--- src/rtl/alu_op_sequencer_if.sv ---
// alu_op_sequencer_if: control/strobe bundle between the sequencer (slave) and the datapath side (master).
interface alu_op_sequencer_if #(
  parameter int REG_SEL_W = 4,
  parameter int OPCODE_W  = 5
);
  logic                 Run, MemReady;
  logic [31:0]          IR;
  logic                 PCout, MARin, IncPC, PCin, Read, MDRin, MDRout, IRin, Yin;
  logic                 ZLowIn, ZHighIn, Zlowout, ZHighout, HIin, LOin;
  logic                 RegOut, RegIn, Busy, Done, IllegalOp;
  logic [REG_SEL_W-1:0] RegOutSel, RegInSel;
  logic [OPCODE_W-1:0]  AluOp;
  modport slave (
    input  Run, IR, MemReady,
    output PCout, MARin, IncPC, PCin, Read, MDRin, MDRout, IRin, Yin,
           ZLowIn, ZHighIn, Zlowout, ZHighout, HIin, LOin,
           RegOut, RegOutSel, RegIn, RegInSel, AluOp, Busy, Done, IllegalOp
  );
  modport master (
    output Run, IR, MemReady,
    input  PCout, MARin, IncPC, PCin, Read, MDRin, MDRout, IRin, Yin,
           ZLowIn, ZHighIn, Zlowout, ZHighout, HIin, LOin,
           RegOut, RegOutSel, RegIn, RegInSel, AluOp, Busy, Done, IllegalOp
  );
endinterface

--- src/rtl/alu_op_sequencer.sv ---
// alu_op_sequencer: fetch/decode/execute control FSM for the single-bus CPU datapath.
// Optional SEQ_MEM_WAIT_EN: T1 repeats until MemReady, PCin/Zlowout only in the final T1 cycle.
module alu_op_sequencer #(
  parameter int NUM_REGS  = 16,
  parameter int REG_SEL_W = 4,
  parameter int OPCODE_W  = 5
) (
  input logic Clock,
  input logic Clear,
  alu_op_sequencer_if.slave bus
);
  typedef enum logic [3:0] {IDLE, T0, T1, T2, T3, T4, T5, T6, DONE} state_t;
  typedef struct packed {
    logic pc_out, mar_in, inc_pc, pc_in, read, mdr_in, mdr_out, ir_in, y_in;
    logic zlo_in, zhi_in, zlo_out, zhi_out, hi_in, lo_in, reg_out, reg_in, done, illegal;
    logic [REG_SEL_W-1:0] out_sel, in_sel;
    logic [OPCODE_W-1:0] alu_op;
  } ctl_t;
  state_t state_q, state_d;
  ctl_t ctl_q, ctl_d;
  logic [16:0] ir_q, ir_cur;
  logic [4:0] op;
  logic [3:0] ra, rb, rc;
  logic is_bin, is_md, is_un, legal;
  function automatic logic reg_ok(input logic [3:0] r);
    return int'(r) < NUM_REGS;
  endfunction
  // In T2 the IR being latched is decoded directly; later states use the captured copy
  assign ir_cur = (state_q == T2) ? bus.IR[31:15] : ir_q;
  assign op = ir_cur[16:12];
  assign ra = ir_cur[11:8];
  assign rb = ir_cur[7:4];
  assign rc = ir_cur[3:0];
  assign is_bin = op >= 5'h03 && op <= 5'h0B;
  assign is_md = op == 5'h0E || op == 5'h0F;
  assign is_un = op == 5'h10 || op == 5'h11;
  assign legal = (is_bin || is_md || is_un) && reg_ok(ra) && reg_ok(rb) && (!is_bin || reg_ok(rc));
  always_ff @(posedge Clock) begin
    state_q <= Clear ? IDLE : state_d;
    ctl_q <= Clear ? '0 : ctl_d;
    ir_q <= Clear ? '0 : (state_q == T2 ? bus.IR[31:15] : ir_q);
  end
  always_comb begin
    state_d = state_q;
    case (state_q)
      IDLE, DONE: state_d = bus.Run ? T0 : IDLE;
      T0: state_d = T1;
`ifdef SEQ_MEM_WAIT_EN
      T1: state_d = bus.MemReady ? T2 : T1;
`else
      T1: state_d = T2;
`endif
      T2: state_d = legal ? T3 : DONE;
      T3: state_d = T4;
      T4: state_d = is_un ? DONE : T5;
      T5: state_d = is_md ? T6 : DONE;
      T6: state_d = DONE;
      default: state_d = IDLE;
    endcase
  end
  always_comb begin
    ctl_d = '0;
    case (state_d)
      T0: begin
        ctl_d.pc_out = 1'b1;
        ctl_d.mar_in = 1'b1;
        ctl_d.inc_pc = 1'b1;
        ctl_d.zlo_in = 1'b1;
      end
      T1: begin
        ctl_d.zlo_out = 1'b1;
        ctl_d.pc_in = 1'b1;
        ctl_d.read = 1'b1;
        ctl_d.mdr_in = 1'b1;
      end
      T2: begin
        ctl_d.mdr_out = 1'b1;
        ctl_d.ir_in = 1'b1;
      end
      T3: begin
        ctl_d.reg_out = 1'b1;
        ctl_d.out_sel = REG_SEL_W'(is_md ? ra : rb);
        ctl_d.y_in = !is_un;
        ctl_d.alu_op = is_un ? OPCODE_W'(op) : '0;
        ctl_d.zlo_in = is_un;
        ctl_d.zhi_in = is_un;
      end
      T4: begin
        ctl_d.zlo_out = is_un;
        ctl_d.reg_in = is_un;
        ctl_d.in_sel = is_un ? REG_SEL_W'(ra) : '0;
        ctl_d.reg_out = !is_un;
        ctl_d.out_sel = is_un ? '0 : REG_SEL_W'(is_md ? rb : rc);
        ctl_d.alu_op = is_un ? '0 : OPCODE_W'(op);
        ctl_d.zlo_in = !is_un;
        ctl_d.zhi_in = !is_un;
      end
      T5: begin
        ctl_d.zlo_out = 1'b1;
        ctl_d.lo_in = is_md;
        ctl_d.reg_in = !is_md;
        ctl_d.in_sel = is_md ? '0 : REG_SEL_W'(ra);
      end
      T6: begin
        ctl_d.zhi_out = 1'b1;
        ctl_d.hi_in = 1'b1;
      end
      DONE: begin
        ctl_d.done = 1'b1;
        ctl_d.illegal = state_q == T2;
      end
      default: ctl_d = '0;
    endcase
  end
`ifdef SEQ_MEM_WAIT_EN
  logic t1_last;
  assign t1_last = state_q != T1 || bus.MemReady;
  assign bus.PCin = ctl_q.pc_in & t1_last;
  assign bus.Zlowout = ctl_q.zlo_out & t1_last;
`else
  assign bus.PCin = ctl_q.pc_in;
  assign bus.Zlowout = ctl_q.zlo_out;
`endif
  assign bus.PCout = ctl_q.pc_out;
  assign bus.MARin = ctl_q.mar_in;
  assign bus.IncPC = ctl_q.inc_pc;
  assign bus.Read = ctl_q.read;
  assign bus.MDRin = ctl_q.mdr_in;
  assign bus.MDRout = ctl_q.mdr_out;
  assign bus.IRin = ctl_q.ir_in;
  assign bus.Yin = ctl_q.y_in;
  assign bus.ZLowIn = ctl_q.zlo_in;
  assign bus.ZHighIn = ctl_q.zhi_in;
  assign bus.ZHighout = ctl_q.zhi_out;
  assign bus.HIin = ctl_q.hi_in;
  assign bus.LOin = ctl_q.lo_in;
  assign bus.RegOut = ctl_q.reg_out;
  assign bus.RegOutSel = ctl_q.out_sel;
  assign bus.RegIn = ctl_q.reg_in;
  assign bus.RegInSel = ctl_q.in_sel;
  assign bus.AluOp = ctl_q.alu_op;
  assign bus.Done = ctl_q.done;
  assign bus.IllegalOp = ctl_q.illegal;
  assign bus.Busy = state_q != IDLE;
endmodule

--- src/flat_wrapper.sv ---
// flat-port wrapper written by rule: the top's interface ports become plain ports
module alu_op_sequencer_flat 
#(
  parameter int NUM_REGS  = 16,
  parameter int REG_SEL_W = 4,
  parameter int OPCODE_W  = 5
)
  (Clock, Clear, bus_Run, bus_IR, bus_MemReady, bus_PCout, bus_MARin, bus_IncPC, bus_PCin, bus_Read, bus_MDRin, bus_MDRout, bus_IRin, bus_Yin, bus_ZLowIn, bus_ZHighIn, bus_Zlowout, bus_ZHighout, bus_HIin, bus_LOin, bus_RegOut, bus_RegOutSel, bus_RegIn, bus_RegInSel, bus_AluOp, bus_Busy, bus_Done, bus_IllegalOp);
  alu_op_sequencer_if #(.REG_SEL_W(REG_SEL_W), .OPCODE_W(OPCODE_W)) bus_i ();
  input logic Clock;
  input logic Clear;
  input wire logic [$bits(bus_i.Run)-1:0] bus_Run;
  input wire logic [$bits(bus_i.IR)-1:0] bus_IR;
  input wire logic [$bits(bus_i.MemReady)-1:0] bus_MemReady;
  output wire logic [$bits(bus_i.PCout)-1:0] bus_PCout;
  output wire logic [$bits(bus_i.MARin)-1:0] bus_MARin;
  output wire logic [$bits(bus_i.IncPC)-1:0] bus_IncPC;
  output wire logic [$bits(bus_i.PCin)-1:0] bus_PCin;
  output wire logic [$bits(bus_i.Read)-1:0] bus_Read;
  output wire logic [$bits(bus_i.MDRin)-1:0] bus_MDRin;
  output wire logic [$bits(bus_i.MDRout)-1:0] bus_MDRout;
  output wire logic [$bits(bus_i.IRin)-1:0] bus_IRin;
  output wire logic [$bits(bus_i.Yin)-1:0] bus_Yin;
  output wire logic [$bits(bus_i.ZLowIn)-1:0] bus_ZLowIn;
  output wire logic [$bits(bus_i.ZHighIn)-1:0] bus_ZHighIn;
  output wire logic [$bits(bus_i.Zlowout)-1:0] bus_Zlowout;
  output wire logic [$bits(bus_i.ZHighout)-1:0] bus_ZHighout;
  output wire logic [$bits(bus_i.HIin)-1:0] bus_HIin;
  output wire logic [$bits(bus_i.LOin)-1:0] bus_LOin;
  output wire logic [$bits(bus_i.RegOut)-1:0] bus_RegOut;
  output wire logic [$bits(bus_i.RegOutSel)-1:0] bus_RegOutSel;
  output wire logic [$bits(bus_i.RegIn)-1:0] bus_RegIn;
  output wire logic [$bits(bus_i.RegInSel)-1:0] bus_RegInSel;
  output wire logic [$bits(bus_i.AluOp)-1:0] bus_AluOp;
  output wire logic [$bits(bus_i.Busy)-1:0] bus_Busy;
  output wire logic [$bits(bus_i.Done)-1:0] bus_Done;
  output wire logic [$bits(bus_i.IllegalOp)-1:0] bus_IllegalOp;
  assign bus_i.Run = bus_Run;
  assign bus_i.IR = bus_IR;
  assign bus_i.MemReady = bus_MemReady;
  assign bus_PCout = bus_i.PCout;
  assign bus_MARin = bus_i.MARin;
  assign bus_IncPC = bus_i.IncPC;
  assign bus_PCin = bus_i.PCin;
  assign bus_Read = bus_i.Read;
  assign bus_MDRin = bus_i.MDRin;
  assign bus_MDRout = bus_i.MDRout;
  assign bus_IRin = bus_i.IRin;
  assign bus_Yin = bus_i.Yin;
  assign bus_ZLowIn = bus_i.ZLowIn;
  assign bus_ZHighIn = bus_i.ZHighIn;
  assign bus_Zlowout = bus_i.Zlowout;
  assign bus_ZHighout = bus_i.ZHighout;
  assign bus_HIin = bus_i.HIin;
  assign bus_LOin = bus_i.LOin;
  assign bus_RegOut = bus_i.RegOut;
  assign bus_RegOutSel = bus_i.RegOutSel;
  assign bus_RegIn = bus_i.RegIn;
  assign bus_RegInSel = bus_i.RegInSel;
  assign bus_AluOp = bus_i.AluOp;
  assign bus_Busy = bus_i.Busy;
  assign bus_Done = bus_i.Done;
  assign bus_IllegalOp = bus_i.IllegalOp;
  alu_op_sequencer #(.NUM_REGS(NUM_REGS), .REG_SEL_W(REG_SEL_W), .OPCODE_W(OPCODE_W)) u_core (.Clock(Clock), .Clear(Clear), .bus(bus_i));
endmodule
--- config.mk ---
export PLATFORM = sky130hd
export DESIGN_NAME = alu_op_sequencer_flat
export DESIGN_NICKNAME = d
export VERILOG_FILES = /design/src/rtl/alu_op_sequencer_if.sv /design/src/rtl/alu_op_sequencer.sv /design/src/flat_wrapper.sv
export SDC_FILE = /design/constraint.sdc
export NUM_CORES = 1
export LEC_CHECK = 0
export BUFFER_PORTS_ARGS = -buffer_cell sky130_fd_sc_hd__clkbuf_2
export CAP_MARGIN = 20
export CORE_UTILIZATION = 46
export DETAILED_ROUTE_END_ITERATION = 7
export PLACE_DENSITY = 0.75
export SLEW_MARGIN = 10
export SYNTH_ARGS = -nofsm -noshare
export SYNTH_HDL_FRONTEND = slang
export SYNTH_SLANG_ARGS = --single-unit
--- constraint.sdc ---
create_clock -name Clock -period 2.5 [get_ports Clock]
set_input_delay 0.375 -clock Clock [delete_from_list [all_inputs] [get_ports Clock]]
set_output_delay 0.375 -clock Clock [all_outputs]
set_load 0.05 [all_outputs]
Word-level counts from Yosys, hierarchy flattened:

Cells that the tools add are included.

* input port bits: 36
* logic and storage cells: 89
* register bits after elaboration: 53
* output and inout port bits: 33

* mux-type cells: 26
* reduce and logical (&&, ||, !) cells: 14
* bitwise gates (word level): 3
* equality and inequality tests: 20
* order comparisons: 2

Operators by type and width (number)
* $eq A4 B3 Y1 const B: 8
* $mux W4: 8
* $pmux W4 S8: 1
* $mux W17: 1
* $eq A4 B2 Y1 const B: 4
* $pmux W4 S2: 2
* $eq A5 B4 Y1 const B: 2
* $eq A5 B5 Y1 const B: 2
* $mux W5: 2
* $pmux W5 S2: 1
* $reduce_or A2 Y1: 5
* $eq A4 B1 Y1 const B: 2
* $eq A4 B4 Y1 const B: 2
* $pmux W1 S2: 4
* $mux W2: 3
* $mux W3: 2
* $ge A5 B2 Y1 const B: 1
* $le A5 B4 Y1 const B: 1
* $logic_not A4 Y1: 1
* $logic_or A1 B1 Y1: 4
* $reduce_bool A4 Y1: 1
* $not A1 Y1: 3
* $pmux W1 S3: 1
* $logic_not A1 Y1: 2
* other kinds (2): 2

Depth between registers and ports, before layout:

Gate-level depths: netlist (run 1).

* depth in word-level cells: 11
* depth in mapped cells: 6
* depth with buffers taken out: 4

Least setup slack after synthesis (run 1):

OpenSTA, ideal clock, no wires.

* path type: register to register
* start: register u_core.state_q[1]
* end: register u_core.ctl_q, in the netlist u_core.bus.RegInSel[0]
* path slack: 0.734 ns
* setup time: 0.086 ns
* required time: 2.414 ns
* path buffers: 2
* arrival time: 1.680 ns
* cell stages (with the launch flop): 6
* period minus slack after synthesis: 1.766 ns
* path through: dfxtp_1 > clkbuf_1 > nor4bb_1 > buf_2 > mux4_2 > a211oi_1

* word-level cells in the longest chain between the ends: 10
* elaborated cells on any way between the ends: 31
* classes of those cells: 2 x order compare; 14 x eq/ne; 8 x mux; 7 x reduce/logical

Ends and longest elaborated chain
* start, declared: line alu_op_sequencer.sv:19 `state_t state_q, state_d;`
* start signal, assigned: line alu_op_sequencer.sv:39 `state_q <= Clear ? IDLE : state_d;`
* $eq A4 B2 Y1: line alu_op_sequencer.sv:29, alu_op_sequencer.sv:45
* $mux W17: line alu_op_sequencer.sv:29 `assign ir_cur = (state_q == T2) ? bus.IR[31:15] : ir_q;`
* $ge A5 B2 Y1 (tied with other cells): line alu_op_sequencer.sv:34 `assign is_bin = op >= 5'h03 && op <= 5'h0B;`
* $logic_and A1 B1 Y1 / $logic_or A1 B1 Y1 (equally long branches): line alu_op_sequencer.sv:34, alu_op_sequencer.sv:35
* $logic_or A1 B1 Y1 (2 in series): line alu_op_sequencer.sv:37 `assign legal = (is_bin || is_md || is_un) && reg_ok(ra) && reg_ok(rb) && (!is_bin || reg_ok(rc));`
* $mux W4: line alu_op_sequencer.sv:53 `T2: state_d = legal ? T3 : DONE;`
* $pmux W4 S8: line alu_op_sequencer.sv:45 `case (state_q)`
* $eq A4 B3 Y1: line alu_op_sequencer.sv:63 `case (state_d)`
* $pmux W4 S2 *: line alu_op_sequencer.sv:63
* end signal, assigned: line alu_op_sequencer.sv:40 `ctl_q <= Clear ? '0 : ctl_d;`
* end, declared: line alu_op_sequencer.sv:20 `ctl_t ctl_q, ctl_d;`

Mark *: on every way between the ends. The rest lies on a longest branch, timed or not.
A chain may end at the register's enable or synchronous reset.

Final worst setup path (run 1):

* start: register u_core.state_q[0]
* end: register u_core.ctl_q, in the netlist u_core.bus.RegInSel[2]

Same word-level chain as after synthesis.

==> impl_metrics.sql, run 1 <==
INSERT INTO impl_metrics (metric_group, metric, value, unit) VALUES
('run_status', 'outcome', 'finished clean', ''),
('clocking', 'cts_sinks', '47', ''),
('clocking', 'cts_buffers', '5', ''),
('power_and_ir_drop', 'power_per_cell_area', '678.7', 'nW/um^2'),
('global_route', 'pin_count_of_the_biggest_net_entering_global_routing', '30', ''),
('yosys', 'synth_seq_cells', '47', ''),
('clocking', 'path_clk_slew', '0.08', 'ns'),
('setup_path', 'worstSetupPathType', 'reg -> reg', ''),
('finish', 'antennaDiodeCount', '0', ''),
('route', 'avgRoutedWirePerCell', '12.08', 'um'),
('yosys', 'synthesis.area_per_instance', '9.428', 'sq um'),
('sta', 'rsz0062_at_grt', 'false', ''),
('place', 'hpwlAfterDp', '2551', 'um'),
('floorplan', 'coreArea', '3771', 'sq um'),
('clocking', 'h-tree-depth', '2', ''),
('clocking', 'cts_setup_buffers', '0', ''),
('sta', 'layout_setup_ws', '0.4947', 'ns'),
('global_route', 'antenna_found_initial', '0', ''),
('yosys', 'synth_async_sr_flop_share', '0', ''),
('setup_path', 'worstSetupStartpointType', 'flip-flop', ''),
('yosys', 'synth.lib_cells_used.distinct', '45', ''),
('clocking', 'post_cts.resized_instances', '0', ''),
('yosys', 'synth-warning-count', '0', ''),
('yosys', 'synth_enable_flop_cells', '0', ''),
('clocking', 'clk_latency', '0.29', 'ns'),
('yosys', 'synth_nets', '234', ''),
('route', 'detail_route.wirelength', '3538', 'um'),
('sta', 'post_route_skew', '0.004755', 'ns'),
('power_and_ir_drop', 'power.ir.vdd_worst', '0.4683', 'mV'),
('clocking', 'clk_path_buf_depth', '2', ''),
('flow_run', 'cap_violations', '0', ''),
('place', 'place.gp.congestion', '0.8116', ''),
('setup_path', 'worstPathArrival', '2.22', 'ns'),
('route', 'drtAntennaViolNets', '0', ''),
('route', 'vias', '1490', ''),
('sta', 'maxSlewViolCount', '0', ''),
('hold_path', 'min_path_type', 'in -> reg', ''),
('route', 'drtPass1Iterations', '4', ''),
('finish', 'finalNetCount', '281', ''),
('place', 'port_buffers', '52', ''),
('route', 'drcViolationCount', '0', ''),
('sta', 'timing.final.setup_violations', '0', ''),
('finish', 'final_layout_size_suffix_gt1_frac', '0.2980', ''),
('route', 'drtIter0Drc', '59', ''),
('setup_path', 'worst_setup_path_end_kind', 'flip-flop', ''),
('clocking', 'holdBufCountCts', '0', ''),
('clocking', 'clock_tree_from_tritoncts', 'yes', ''),
('setup_path', 'critical_path_peak_fanout', '13', ''),
('global_route', 'first_global_vias', '1258', ''),
('route', 'route.detailed.vias_per_inst', '5.085', ''),
('sta', 'totalNegativeSetupSlack', '0', 'ns'),
('floorplan', 'pin_count', '69', ''),
('sta', 'max_slew.worst_pin.slew', '0.5437', 'ns'),
('floorplan', 'die_area', '4317', 'sq um'),
('sta', 'fin_crit_sh', '0.8021', ''),
('yosys', 'syn_area', '1867', 'sq um'),
('yosys', 'postSynth.topFlopCell', 'sky130_fd_sc_hd__dfxtp_1', ''),
('clocking', 'root_buffer', 'sky130_fd_sc_hd__clkbuf_8', ''),
('floorplan', 'chipWidth', '65.71', 'um'),
('place', 'pre_cts_slack', '0.5028', 'ns'),
('floorplan', 'fp.dieH', '65.71', 'um'),
('yosys', 'yosysSeqAreaShare', '0.5040', ''),
('global_route', 'global_route.overflow_total', '0', ''),
('floorplan', 'initial_utilization', '0.4950', ''),
('floorplan', 'fp-row-count', '22', ''),
('sta', 'timing_hold_violations_final', '0', ''),
('setup_path', 'timing.critical_path.required', '2.71', 'ns'),
('finish', 'layout.cells.most_common', 'sky130_fd_sc_hd__clkbuf_2', ''),
('sta', 'finalWorstPathRequiredPeriod', '2.005', 'ns'),
('sta', 'achievable-frequency', '0.4987', 'GHz'),
('yosys', 'netlist_instances', '198', ''),
('finish', 'mostFrequentLayoutCells', 'sky130_fd_sc_hd__clkbuf_2, sky130_fd_sc_hd__dfxtp_1, sky130_fd_sc_hd__nand2_1', ''),
('finish', 'syn2layout_area_growth', '20.04', '%'),
('sta', 'relSlewSlack', '0.6375', ''),
('global_route', 'grt_pass1_wl', '5782', 'um'),
('global_route', 'all_layer_global_routing_usage', '0.1775', ''),
('power_and_ir_drop', 'leakagePower', '0.0009688', 'uW');
-- sequential cells by signal, summed over array words and instances, names as in the netlist --
register,flops
u_core.bus.LOin,1
u_core.bus.IllegalOp,1
u_core.bus.RegOutSel,4
u_core.bus.RegIn,1
u_core.bus.ZLowIn,1
u_core.bus.MDRin,1
u_core.bus.RegOut,1
u_core.bus.RegInSel,4
u_core.bus.ZHighIn,1
u_core.bus.HIin,1
u_core.bus.IRin,1
u_core.state_q,4
u_core.bus.Zlowout,1
u_core.bus.IncPC,1
u_core.bus.Done,1
u_core.ir_q,17
u_core.bus.AluOp,5
u_core.bus.Yin,1
-- cell families (layout without fill, tap and decap cells) --
logic type,count (synthesis),after routing,share of synthesized area
muxes,11,11,0.06769
buffers and inverters,18,65,0.04960
and+or+nand+nor,77,77,0.2091
xor gates and xnor gates,2,2,0.009385
AOI/OAI and AO/OA,43,43,0.1602
DFF,47,47,0.5040
-- worst max-delay path, stage by stage, from the launching register on --
cell,delay (ns)
sky130_fd_sc_hd__dfxtp_1,0.61
sky130_fd_sc_hd__nor4bb_2,0.47
sky130_fd_sc_hd__mux4_2,0.62
sky130_fd_sc_hd__a211oi_1,0.23
-- path summary, 6_finish.rpt --
| check | end | depth (start not counted) | from | slack, ns |
|---|---|---|---|---|
| worst max-delay path | u_core.bus.RegInSel[2] | 3 | u_core.state_q[0] | 0.49 |
| worst min-delay path | u_core.ir_q[0] | 3 | bus_IR[15] | 0.30 |
| worst max register to register | u_core.bus.RegInSel[2] | 3 | u_core.state_q[0] | 0.49 |
| worst min register to register | u_core.ir_q[4] | 2 | u_core.ir_q[4] | 0.46 |
-- per-layer routing --
metal | part of all wire | vias up | global-route usage
met2 | 0.45 | 35 | 0.2691
met3 | 0.045 | 7 | 0.04514
met4 | 0.016 | 0 | 0.08967
met5 | 0 | - | 0
met1 | 0.49 | 659 | 0.2311
li1 | - | 789 | -
-- report_power, final --
part	internal [uW]	switching, uW	leakage (uW)
Sequential	768	21.0	0.000380
Combinational	64.0	144	0.000538
Clock	293	230	0.0000513
-- through the flow --
stage               hold WS (ns)    util  instances  power [uW]  instance area, sq um
floorplan                 0.4357       -        198       970.0                  1867
global placement          0.4411  0.5670        286        1014                  2138
detailed placement        0.4476  0.5670        286        1016                  2138
CTS                       0.2896  0.5942        293        1532                  2241
global route              0.2917  0.5942        293        1583                  2241
finish                    0.2972  0.5942        293        1521                  2241
-- Yosys cell counts (2+ instances only) --
| master | number | area (sq um) |
|---|---|---|
| sky130_fd_sc_hd__dfxtp_1 | 47 | 940.9 |
| sky130_fd_sc_hd__mux2i_1 | 9 | 90.09 |
| sky130_fd_sc_hd__a211oi_1 | 4 | 30.03 |
| sky130_fd_sc_hd__a21o_1 | 2 | 15.01 |
| sky130_fd_sc_hd__a21boi_0 | 3 | 22.52 |
| sky130_fd_sc_hd__buf_4 | 6 | 45.04 |
| sky130_fd_sc_hd__buf_2 | 2 | 10.01 |
| sky130_fd_sc_hd__nor4_1 | 4 | 25.02 |
| sky130_fd_sc_hd__clkbuf_1 | 7 | 26.28 |
| sky130_fd_sc_hd__nor2_1 | 13 | 48.80 |
| sky130_fd_sc_hd__o21ba_2 | 2 | 20.02 |
| sky130_fd_sc_hd__o21ai_0 | 2 | 10.01 |
| sky130_fd_sc_hd__and2_1 | 2 | 12.51 |
| sky130_fd_sc_hd__inv_1 | 2 | 7.510 |
| sky130_fd_sc_hd__nand4b_1 | 2 | 17.52 |
| sky130_fd_sc_hd__nor4b_1 | 2 | 17.52 |
| sky130_fd_sc_hd__o22ai_1 | 4 | 25.02 |
| sky130_fd_sc_hd__nand2_1 | 40 | 150.1 |
| sky130_fd_sc_hd__a21oi_1 | 19 | 95.09 |
-- area by class of cell --
type,instances,area (sq um)
multi-input cells,133,839.6
fillers,323,1530
well taps,48,60.06
flip-flops and latches,47,940.9
clock buffers,6,72.57
repair buffers,56,290.3
inverters,2,7.507
clock inverters,1,30.03
Note: power is estimated with default switching activity, not from simulation.
==> run 2, diff against run 1 <==
- clock period: 2.5 -> 2 ns (I/O delays scaled with it)
==> run 2 against run 1 <==
Compared with the run above: count of clock-buffer cells in the layout increased by 1; clock skew about the same; maximum frequency increased by 14%; core utilization increased by 1.0 points; clock power increased by 18%; design area increased by 1.7%; global-route usage increased by 0.21 points; critical endpoint is now u_core.bus.RegInSel[1]; largest cell class unchanged; largest power group unchanged; highest routed layer unchanged.
==> impl_metrics.sql, run 2 (synthesis gave the netlist of run 1 again) <==
INSERT INTO impl_metrics (metric_group, metric, value, unit) VALUES
('run_status', 'outcome', 'finished clean', ''),
('route', 'vias', '1503', ''),
('floorplan', 'die_area', '4317', 'sq um'),
('setup_path', 'worstPathArrival', '1.99', 'ns'),
('global_route', 'antenna_found_initial', '0', ''),
('place', 'hpwlAfterDp', '2724', 'um'),
('sta', 'timing.final.setup_violations', '0', ''),
('clocking', 'clk_latency', '0.30', 'ns'),
('floorplan', 'fp-row-count', '22', ''),
('floorplan', 'coreArea', '3771', 'sq um'),
('route', 'route.met2.wl', '1664', 'um'),
('setup_path', 'worstPathCellList', 'or4b_4 > mux4_2 > a211oi_1', ''),
('sta', 'achievable-frequency', '0.5667', 'GHz'),
('setup_path', 'timing.critical_path.required', '2.22', 'ns'),
('route', 'route.detailed.vias_per_inst', '5.027', ''),
('route', 'avgRoutedWirePerCell', '11.99', 'um'),
('route', 'drcViolationCount', '0', ''),
('finish', 'top_register', 'u_core.ir_q', ''),
('setup_path', 'worst_setup_path_end_kind', 'flip-flop', ''),
('flow_run', 'cap_violations', '0', ''),
('clocking', 'cts_setup_buffers', '0', ''),
('setup_path', 'critPathLaunch', 'u_core.ir_q[13]', ''),
('setup_path', 'setup.worst_path.end', 'u_core.bus.RegInSel[1]', ''),
('route', 'top_signal_layer_used', 'met4', ''),
('route', 'drtPass1Iterations', '4', ''),
('route', 'drtAntennaViolNets', '0', ''),
('finish', 'postLayoutCoreUtil', '0.6045', ''),
('floorplan', 'pin_count', '69', ''),
('clocking', 'holdBufCountCts', '0', ''),
('route', 'detail_route.wirelength', '3584', 'um'),
('sta', 'max_slew.worst_pin.slew', '0.4659', 'ns'),
('hold_path', 'min_path_type', 'in -> reg', ''),
('place', 'port_buffers', '52', ''),
('power_and_ir_drop', 'leakagePower', '0.0009929', 'uW'),
('clocking', 'clock_tree_from_tritoncts', 'yes', ''),
('setup_path', 'r2r_end', 'u_core.bus.RegInSel[1]', ''),
('finish', 'largest_register_ffs', '17', ''),
('sta', 'rsz0062_at_grt', 'false', ''),
('clocking', 'post_cts.resized_instances', '0', ''),
('finish', 'antennaDiodeCount', '0', ''),
('sta', 'post_route_skew', '0.005241', 'ns'),
('setup_path', 'critical_path.slowest_cell', 'sky130_fd_sc_hd__or4b_4', ''),
('finish', 'layout.cells.most_common', 'sky130_fd_sc_hd__clkbuf_2', ''),
('floorplan', 'initial_utilization', '0.4950', ''),
('clocking', 'path_clk_slew', '0.08', 'ns'),
('clocking', 'clk_path_buf_depth', '2', ''),
('sta', 'finalWorstPathRequiredPeriod', '1.765', 'ns'),
('global_route', 'pin_count_of_the_biggest_net_entering_global_routing', '19', ''),
('clocking', 'cts_buffers', '5', ''),
('finish', 'mostFrequentLayoutCells', 'sky130_fd_sc_hd__clkbuf_2, sky130_fd_sc_hd__dfxtp_1, sky130_fd_sc_hd__nand2_1', ''),
('sta', 'relSlewSlack', '0.6866', ''),
('clocking', 'root_buffer', 'sky130_fd_sc_hd__clkbuf_8', ''),
('sta', 'timing_hold_violations_final', '0', ''),
('clocking', 'cts_sinks', '47', ''),
('place', 'place.gp.congestion', '0.8077', ''),
('global_route', 'grt_pass1_wl', '5809', 'um'),
('sta', 'totalNegativeSetupSlack', '0', 'ns'),
('finish', 'finalNetCount', '286', ''),
('route', 'drtIter0Drc', '62', ''),
('setup_path', 'worstSetupStartpointType', 'flip-flop', ''),
('setup_path', 'critical_path_peak_fanout', '6', ''),
('global_route', 'all_layer_global_routing_usage', '0.1796', ''),
('setup_path', 'ff2ff_path_depth', '3', ''),
('finish', 'final_layout_size_suffix_gt1_frac', '0.3187', ''),
('setup_path', 'timing.reg2reg.setup_slack', '0.24', 'ns'),
('global_route', 'first_global_vias', '1316', ''),
('route', 'detailroute.wirelength.met3', '177', 'um'),
('finish', 'syn2layout_area_growth', '22.12', '%'),
('floorplan', 'chipWidth', '65.71', 'um'),
('route', 'detailed_routing_wirelength_on_met1', '1701', 'um'),
('clocking', 'h-tree-depth', '2', ''),
('setup_path', 'crit_path_max_incr_delay', '0.57', 'ns'),
('setup_path', 'crit_reg_reg_startpoint', 'u_core.ir_q[13]', ''),
('power_and_ir_drop', 'power.ir.vdd_worst', '0.5083', 'mV'),
('sta', 'fin_crit_sh', '0.8823', ''),
('global_route', 'global_route.overflow_total', '0', ''),
('sta', 'maxSlewViolCount', '0', ''),
('setup_path', 'worstSetupPathType', 'reg -> reg', ''),
('power_and_ir_drop', 'power_per_cell_area', '820.9', 'nW/um^2'),
('floorplan', 'fp.dieH', '65.71', 'um');
run 2: cell count changes in the layout (fill, tap and decap cells not counted), sizes merged:
cell      previous run  this run
bufinv               1         0
buf                  4         9
clkbuf              58        59
clkinvlp             0         1
run 2: routing by layer:
layer	vias up	global-route usage
li1	789	-
met1	670	0.2310
met2	39	0.2832
met3	5	0.05729
met4	0	0.05707
met5	-	0
run 2: worst max-delay path, delay by kind of cell (launching register included):
family,cells,cell delay (ns)
flops,1,0.37
mux,1,0.53
compound gates,1,0.22
simple gates,1,0.57
run 2: worst min-delay path by stage:
stage	startpoint	endpoint	cells past startpoint
2_1_floorplan	u_core.ir_q[4]	u_core.ir_q[4]	2
3_3_place_gp	u_core.ir_q[6]	u_core.ir_q[6]	2
3_5_place_dp	u_core.ir_q[4]	u_core.ir_q[4]	2
4_1_cts	bus_IR[16]	u_core.ir_q[1]	3
5_1_grt	bus_IR[15]	u_core.ir_q[0]	3
6_report	bus_IR[16]	u_core.ir_q[1]	3
run 2: area by class of cell:
type / count / area [sq um]
Tap cell: 48 / 60.06
Multi-Input combinational cell: 133 / 839.6
Timing Repair Buffer: 61 / 327.8
Sequential cell: 47 / 940.9
Inverter: 2 / 7.507
Fill cell: 344 / 1491
Clock inverter: 1 / 7.507
Clock buffer: 7 / 96.34
run 2: stage by stage:
stage	worst slack [ns]	cells	power, uW	hold slack, ns	instance area, sq um
after CTS	0.2315	299	1893	0.2037	2280
after floorplan	0.2342	198	1212	0.4357	1867
after global routing	0.05525	299	1957	0.2068	2280
after global placement	0.1779	291	1276	0.4413	2176
after detailed placement	0.1719	291	1280	0.4502	2176
final	0.2354	299	1871	0.2136	2280
run 2: power by group:
group	total, uW	internal (uW)	switching [uW]
clock network	615	314	301
logic	282	88.6	194
registers	974	960	13.7
==> run 3, diff against run 2 <==
- CORE_UTILIZATION: 46 -> 40
- PLACE_DENSITY: 0.75 -> 0.67
==> run 3 against run 2 <==
Compared with the run above: first-iteration DRC count is 18% higher; sequential share of layout area is 0.25 points higher; sequential power hardly changed; non-clock buffer count stayed put; sequential cell count stayed put; maximum frequency is 3.2% lower; largest cell class unchanged; largest power group unchanged.
==> impl_metrics.sql, run 3 (synthesis gave the netlist of run 1 again) <==
INSERT INTO impl_metrics (metric_group, metric, value, unit) VALUES
('run_status', 'outcome', 'finished clean', ''),
('sta', 'relSlewSlack', '0.6600', ''),
('hold_path', 'min_path_type', 'in -> reg', ''),
('floorplan', 'chipWidth', '70.32', 'um'),
('clocking', 'cts_sinks', '47', ''),
('floorplan', 'pin_count', '69', ''),
('sta', 'totalNegativeSetupSlack', '0', 'ns'),
('route', 'avgRoutedWirePerCell', '12.40', 'um'),
('power_and_ir_drop', 'power.ir.vdd_worst', '0.3520', 'mV'),
('setup_path', 'worst_setup_path_end_kind', 'flip-flop', ''),
('clocking', 'cts_setup_buffers', '0', ''),
('sta', 'maxSlewViolCount', '0', ''),
('setup_path', 'critical_path_peak_fanout', '6', ''),
('clocking', 'clock_tree_from_tritoncts', 'yes', ''),
('finish', 'mostFrequentLayoutCells', 'sky130_fd_sc_hd__clkbuf_2, sky130_fd_sc_hd__dfxtp_1, sky130_fd_sc_hd__nand2_1', ''),
('sta', 'achievable-frequency', '0.5483', 'GHz'),
('route', 'detailed_routing_wirelength_on_met1', '1844', 'um'),
('finish', 'finalNetCount', '286', ''),
('power_and_ir_drop', 'leakagePower', '0.0009829', 'uW'),
('sta', 'fin_crit_sh', '0.9119', ''),
('finish', 'antennaDiodeCount', '0', ''),
('floorplan', 'initial_utilization', '0.4229', ''),
('route', 'top_signal_layer_used', 'met4', ''),
('route', 'route.met2.wl', '1722', 'um'),
('finish', 'layout.cells.most_common', 'sky130_fd_sc_hd__clkbuf_2', ''),
('setup_path', 'worstSetupStartpointType', 'flip-flop', ''),
('global_route', 'pin_count_of_the_biggest_net_entering_global_routing', '19', ''),
('finish', 'top_register', 'u_core.ir_q', ''),
('sta', 'finalWorstPathRequiredPeriod', '1.824', 'ns'),
('global_route', 'grt_pass1_wl', '6189', 'um'),
('floorplan', 'coreArea', '4414', 'sq um'),
('route', 'drtIter0Drc', '73', ''),
('power_and_ir_drop', 'power_per_cell_area', '796.1', 'nW/um^2'),
('setup_path', 'worstPathArrival', '2.02', 'ns'),
('route', 'drtPass1Iterations', '5', ''),
('setup_path', 'worstSetupPathType', 'reg -> reg', ''),
('clocking', 'post_cts.resized_instances', '0', ''),
('place', 'hpwlAfterDp', '2773', 'um'),
('sta', 'max_slew.worst_pin.slew', '0.5066', 'ns'),
('route', 'detail_route.wirelength', '3758', 'um'),
('finish', 'largest_register_ffs', '17', ''),
('flow_run', 'cap_violations', '0', ''),
('clocking', 'clk_path_buf_depth', '2', ''),
('clocking', 'path_clk_slew', '0.08', 'ns'),
('route', 'vias', '1482', ''),
('sta', 'timing.final.setup_violations', '0', ''),
('global_route', 'all_layer_global_routing_usage', '0.1579', ''),
('floorplan', 'die_area', '4944', 'sq um'),
('sta', 'rsz0062_at_grt', 'false', ''),
('finish', 'final_layout_size_suffix_gt1_frac', '0.3147', ''),
('finish', 'final.fill_count', '426', ''),
('clocking', 'cts_buffers', '5', ''),
('setup_path', 'timing.critical_path.required', '2.20', 'ns'),
('floorplan', 'fp.dieH', '70.32', 'um'),
('sta', 'timing_hold_violations_final', '0', ''),
('global_route', 'antenna_found_initial', '0', ''),
('clocking', 'h-tree-depth', '2', ''),
('floorplan', 'fp-row-count', '24', ''),
('sta', 'post_route_skew', '0.004057', 'ns'),
('sta', 'fin_worst_hold_slack', '0.2178', 'ns'),
('global_route', 'global_route.overflow_total', '0', ''),
('route', 'detailroute.wirelength.met3', '146', 'um'),
('route', 'drtAntennaViolNets', '0', ''),
('global_route', 'first_global_vias', '1335', ''),
('clocking', 'holdBufCountCts', '0', ''),
('clocking', 'root_buffer', 'sky130_fd_sc_hd__clkbuf_8', ''),
('route', 'route.detailed.vias_per_inst', '4.891', ''),
('place', 'port_buffers', '52', ''),
('place', 'place.gp.congestion', '0.7540', ''),
('route', 'drcViolationCount', '0', ''),
('clocking', 'clk_latency', '0.29', 'ns'),
('finish', 'syn2layout_area_growth', '21.38', '%');
## run 3: cell count changes in the layout (fill, tap and decap cells not counted), sizes merged
cell    previous run  this run
clkbuf            59        58
clkinv             0         1
## run 3: worst paths after layout
| check | from | endpoint | slack (ns) | depth (start not counted) |
|---|---|---|---|---|
| max | u_core.ir_q[13] | u_core.bus.RegInSel[0] | 0.18 | 3 |
| min | bus_IR[16] | u_core.ir_q[1] | 0.22 | 3 |
| max reg2reg | u_core.ir_q[13] | u_core.bus.RegInSel[0] | 0.18 | 3 |
| min reg2reg | u_core.ir_q[5] | u_core.ir_q[5] | 0.46 | 2 |
## run 3: metal layers
| layer | GRT usage | vias to the layer above |
|---|---|---|
| li1 | - | 793 |
| met4 | 0.06667 | 0 |
| met1 | 0.2140 | 651 |
| met3 | 0.03463 | 4 |
| met2 | 0.2413 | 34 |
| met5 | 0 | - |
## run 3: worst max-delay path, stage by stage, from the launching register on
cell and delay (ns):
sky130_fd_sc_hd__dfxtp_1 0.38, sky130_fd_sc_hd__or4b_4 0.57, sky130_fd_sc_hd__mux4_2 0.53, sky130_fd_sc_hd__a211oi_1 0.26
## run 3: stage by stage
stage / instances / instance area, sq um / setup slack (ns) / util / power (uW)
2_1_floorplan: 198 / 1867 / 0.2342 / - / 1212
3_3_place_gp: 295 / 2181 / 0.1528 / 0.4940 / 1280
3_5_place_dp: 295 / 2181 / 0.09046 / 0.4940 / 1283
4_1_cts: 303 / 2266 / 0.1559 / 0.5133 / 1822
5_1_grt: 303 / 2266 / 0.04224 / 0.5133 / 1887
6_report: 303 / 2266 / 0.1762 / 0.5133 / 1804
## run 3: cell type report
cell class / instances / area [sq um] / share of cell area
Clock buffer: 6 / 72.57 / 0.03203
Tap cell: 52 / 65.06 / 0.02871
Clock inverter: 2 / 12.51 / 0.005522
Sequential cell: 47 / 940.9 / 0.4152
Timing Repair Buffer: 61 / 327.8 / 0.1447
Inverter: 2 / 7.507 / 0.003313
Multi-Input combinational cell: 133 / 839.6 / 0.3705
## run 3: power by group
group	internal (uW)	switching [uW]	leakage [uW]
logic	89.5	196	0.000562
registers	960	13.7	0.000380
clock network	244	300	0.0000412
total	1290	510	0.000983
